**src/rtl/input_skew_feeder.sv**
```systemverilog
// input_skew_feeder: read-side sequencer for the per-row input SRAM banks.
// Issues diagonally skewed reads (row i trails row i-1 by one cycle) and
// turns the 1-cycle-latency bank data into valid-tagged operand streams for
// the left edge of the systolic array. A stall freezes the whole feeder.
module input_skew_feeder #(
  parameter int SYS_ROW    = 16,
  parameter int DATA_WIDTH = 16,
  parameter int ADDR_WIDTH = 8
) (
  input  logic                                  clk,
  input  logic                                  rstn,
  input  logic                                  start,
  input  logic [ADDR_WIDTH-1:0]                 base_addr,
  input  logic [ADDR_WIDTH-1:0]                 len,
  input  logic                                  stall,
  output logic                                  busy,
  output logic                                  done,
  output logic [SYS_ROW-1:0]                    rd_en,
  output logic [SYS_ROW-1:0][ADDR_WIDTH-1:0]    rd_addr,
  input  logic [SYS_ROW-1:0][DATA_WIDTH-1:0]    rd_data,
  output logic [SYS_ROW-1:0]                    arr_valid,
  output logic [SYS_ROW-1:0][DATA_WIDTH-1:0]    arr_data
);

  // One extra bit over the address width covers the skew tail
  // (the counter runs up to len + SYS_ROW - 2).
  localparam int CNT_W = ADDR_WIDTH + 1;

  typedef enum logic [1:0] {
    ST_IDLE,
    ST_RUN,
    ST_FLUSH,
    ST_DONE
  } state_t;

  state_t                  state_q;
  logic [CNT_W-1:0]        cnt_q;
  logic [ADDR_WIDTH-1:0]   base_q;
  logic [ADDR_WIDTH-1:0]   len_q;
  logic [SYS_ROW-1:0]      pending_q;
  logic [SYS_ROW-1:0]      pending_d;
  logic [CNT_W-1:0]        last_cnt;

  // Counter value at which the last row issues its last read.
  assign last_cnt = {1'b0, len_q} + CNT_W'(SYS_ROW - 2);

  // Job sequencer: start is taken only in IDLE; every later state advances
  // only on non-stalled cycles so a stall freezes the job exactly in place.
  always_ff @(posedge clk or negedge rstn) begin
    if (!rstn) begin
      state_q <= ST_IDLE;
      cnt_q   <= '0;
      base_q  <= '0;
      len_q   <= '0;
    end else begin
      case (state_q)
        ST_IDLE: begin
          if (start) begin
            base_q  <= base_addr;
            len_q   <= len;
            cnt_q   <= '0;
            state_q <= (len == '0) ? ST_DONE : ST_RUN;
          end
        end
        ST_RUN: begin
          if (!stall) begin
            if (cnt_q == last_cnt) begin
              state_q <= ST_FLUSH;
            end else begin
              cnt_q <= cnt_q + 1'b1;
            end
          end
        end
        ST_FLUSH: begin
          if (!stall) begin
            state_q <= ST_DONE;
          end
        end
        ST_DONE: begin
          if (!stall) begin
            state_q <= ST_IDLE;
          end
        end
        default: state_q <= ST_IDLE;
      endcase
    end
  end

  // Diagonal read window: row i reads while i <= c < i + len, at address
  // base + c - i; the 8-bit subtraction wraps past 255 back to 0.
  always_comb begin
    rd_en   = '0;
    rd_addr = '0;
    if ((state_q == ST_RUN) && !stall) begin
      for (int i = 0; i < SYS_ROW; i++) begin
        if ((cnt_q >= CNT_W'(i)) && (cnt_q < (CNT_W'(i) + {1'b0, len_q}))) begin
          rd_en[i]   = 1'b1;
          rd_addr[i] = base_q + cnt_q[ADDR_WIDTH-1:0] - ADDR_WIDTH'(i);
        end
      end
    end
  end

  // A read issued this cycle has data next cycle; a stall holds the marker
  // so the bank's held output is presented on the release cycle.
  always_comb begin
    pending_d = stall ? pending_q : rd_en;
  end

  // Registered read-in-flight markers, one per row.
  always_ff @(posedge clk or negedge rstn) begin
    if (!rstn) begin
      pending_q <= '0;
    end else begin
      pending_q <= pending_d;
    end
  end

  // Operand presentation: data is forced to zero whenever its valid is low.
  always_comb begin
    arr_valid = pending_q & ~{SYS_ROW{stall}};
    arr_data  = '0;
    for (int i = 0; i < SYS_ROW; i++) begin
      if (arr_valid[i]) begin
        arr_data[i] = rd_data[i];
      end
    end
  end

  assign busy = (state_q != ST_IDLE);
  assign done = (state_q == ST_DONE) && !stall;

endmodule

```
**config.mk**
```make
export PLATFORM = sky130hd
export DESIGN_NAME = input_skew_feeder
export DESIGN_NICKNAME = d
export VERILOG_FILES = /design/src/rtl/input_skew_feeder.sv
export SDC_FILE = /design/constraint.sdc
export NUM_CORES = 1
export LEC_CHECK = 0
export BUFFER_PORTS_ARGS = -buffer_cell sky130_fd_sc_hd__buf_2
export CORE_AREA = 2 2 268 270
export DETAILED_ROUTE_END_ITERATION = 16
export DIE_AREA = 0 0 270 272
export SLEW_MARGIN = 25
export SYNTH_ARGS = -nofsm -noshare
export SYNTH_HDL_FRONTEND = slang
export SYNTH_SLANG_ARGS = --single-unit
export TNS_END_PERCENT = 30
```
**constraint.sdc**
```tcl
create_clock -name clk -period 3.6 [get_ports clk]
set_clock_uncertainty 0.05 [all_clocks]
set_input_delay 0 -clock clk [delete_from_list [all_inputs] [get_ports clk]]
set_output_delay 0 -clock clk [all_outputs]
set_load 0.005 [all_outputs]
```
==> flow_metrics.tcl <==
set metrics [dict create \
    clock.fmax_mhz 290.6 \
    clk_pin_slew_ps 90 \
    dp_hpwl_microns 85300 \
    core_area_sq_um 70750 \
    avgSynthCellArea_sq_um 7.537 \
    wl_per_cell_microns 31.07 \
    hp-class "input pin to output port" \
    design_power_total_mw 12.27 \
    ys_types 65 \
    power.density_nw_per_um2 761.7 \
    htree_num_levels 2 \
    layout_commonest_cell "buf_2" \
    crit_path_max_fanout 13 \
    die-area_sq_um 73440 \
    cts_tree "built" \
    grt-ovfl-total 0 \
    maxCapViolations 0 \
    drive_gt1_share_pct 43.15 \
    start_util_pct 14.09 \
    die_x_microns 270 \
    place_inst 3032 \
    vias 13490 \
    final_net_count 2548 \
    end_kind "output port" \
    antenna_left 0 \
    cts_buffer_depth 2 \
    required_ps 3550 \
    chipHeight_microns 272 \
    post-route-min-period_ps 3442 \
    synthFlopType "dfrtp_1" \
    relSlewSlack_pct 32.26 \
    clk_latency_ps 330 \
    async_flop_share_pct 100.0 \
    fin_setup_tns_ps 0 \
    ys_seq_elements 43 \
    syn-instance-count 1323 \
    pre_cts_ws_ps 263.9 \
    cp.arrival_ps 3390 \
    routed_wl_microns 96740 \
    hold_slack_ps 217.3 \
    yosys_warnings 0 \
    min_path_cells 3 \
    path_class "flop to output port" \
    hold_end "arr_data[119]" \
    grt_first_pass_wirelength_microns 124300 \
    final_util_pct 22.77 \
    drt_iter0_markers 1312 \
    synth_edf_count 0 \
    yosysSeqAreaShare_pct 10.79 \
    setup_viol 0 \
    cp-start-kind "flop" \
    numCtsBuffers 5 \
    most-common-layout-cells "692 x buf_2, 257 x and2_1, 158 x ha_1" \
    synth_nets 1761 \
    finalMaxSlewViolations 0 \
    status "finished clean" \
    drt_pass1_iterations 5 \
    design_area_sq_um 16110 \
    cts-root-buf "clkbuf_16" \
    grt.total_usage_pct 25.44 \
    final_cells 3114 \
    io_pins 694 \
    reg2reg_depth 12 \
    drc 0 \
    placedInstanceArea_sq_um 15500 \
    hold_viol_final 0 \
    p_leak_nw 8.681 \
    min-delay-start "rd_data[119]" \
    syn_area_sq_um 9971 \
    worstMarginPinSlew_ps 1012 \
    r2r-start "len_q[4]" \
    first_global_vias 12830 \
    syn_to_final_growth_pct 61.56 \
    port_buffers 693 \
    viasPerCell 4.333 \
    setup_ws_ps 158.3 \
    fin_crit_sh_pct 95.60 \
    r2r_slack_ps 510 \
    gp_congestion 0.9996 \
    rows 98 \
    cts.sinks 43 \
    grt_max_degree 45 \
    antenna_found_initial 122 \
    ir_worst_vdd_mv 0.8162 \
    r2r-end "pending_q[14]" \
]
-- synth_stat cells, drive strengths merged (4+ instances only) --
master | instances | share of area [%]
and2 | 257 | 16
nand2 | 76 | 2.9
xnor2 | 114 | 10
a31oi | 4 | 0.31
nor2b | 26 | 1.6
a2111oi | 16 | 2.3
buf | 24 | 1.4
or3 | 5 | 0.31
nand4 | 23 | 1.4
o21ai | 39 | 2.0
dfrtp | 43 | 11
and3 | 4 | 0.25
a21oi | 63 | 3.2
a21boi | 7 | 0.53
a21o | 22 | 1.7
nor3b | 18 | 1.4
nand2b | 14 | 0.88
ha | 161 | 20
nor2 | 84 | 3.2
inv | 62 | 2.3
a211oi | 10 | 0.80
o211ai | 7 | 0.63
xor2 | 34 | 3.0
o21a | 5 | 0.38
nor4 | 6 | 0.50
mux2 | 16 | 1.8
clkbuf | 40 | 1.5
o2111ai | 4 | 0.35
nand3 | 20 | 1.1
nor3 | 95 | 4.9
-- cell type report --
| class | count | area [sq um] |
|---|---|---|
| clock buffers | 5 | 125.1 |
| multi-input cells | 1153 | 8513 |
| fillers | 8104 | 54640 |
| repair buffers | 844 | 4788 |
| inverters | 63 | 236.5 |
| flip-flops and latches | 43 | 1079 |
| clock inverters | 3 | 46.29 |
| well taps | 950 | 1189 |
| diodes | 53 | 132.6 |
-- critical path: stages (launching register included) --
cell       delay, ps
dfrtp_1          400
buf_4            210
ha_1             320
a21oi_2          230
nor2_1            70
xnor2_1          130
ha_1             260
and3_1           200
a22o_1           230
a2111oi_1        370
o21ai_1          200
buf_12           200
nor2_1           110
buf_2            120
-- worst max path at each step --
stage | end | slack, ps | from | cells after the start
finish | rd_addr[84] | 160 | len_q[2] | 13
CTS | rd_addr[60] | 10 | len_q[2] | 14
floorplan | rd_addr[119] | 160 | cnt_q[0] | 13
global placement | rd_addr[60] | 220 | len_q[1] | 14
detailed placement | rd_addr[60] | 260 | len_q[1] | 14
global route | rd_addr[83] | -60 | len_q[3] | 14
-- what timing repair did --
| action | 4_1_cts | 5_1_grt |
|---|---|---|
| setup endpoints to repair | 4 | 74 |
| pin swaps | 1 | 3 |
| buffers inserted | 1 | 3 |
| hold endpoints to repair | 59 | 0 |
| hold buffers | 17 | 0 |
| gates resized for setup | 4 | 28 |
-- kinds of logic (layout without fill, tap and decap cells) --
logic type	Yosys count	count (layout)	share of synthesized area, %
AND/OR/NAND/NOR	636	636	35.20
AO/OA/AOI/OAI	191	191	13.39
adder cells (fa/ha/maj)	162	162	20.40
XOR/XNOR	148	148	13.15
buffers and inverters	127	915	5.258
flip-flops	43	43	10.79
multiplexers	16	16	1.807
other	0	53	0
-- layer usage --
layer	part of all wire [%]	global-route usage, %
met1	37	29.26
met2	38	35.37
met4	2.8	5.629
met5	0.46	0
met3	22	21.62
-- state kept, by name, indices dropped and copies added (netlist names) --
name	flops
state_q	2
cnt_q	9
pending_q	16
base_q	8
len_q	8
-- power breakdown --
| part | switching [mW] | total [mW] | internal (mW) |
|---|---|---|---|
| logic | 6.55 | 10.9 | 4.33 |
| registers | 0.149 | 0.791 | 0.642 |
| clock network | 0.264 | 0.595 | 0.332 |
| total | 6.96 | 12.3 | 5.31 |
Note: power is estimated with default switching activity, not from simulation.
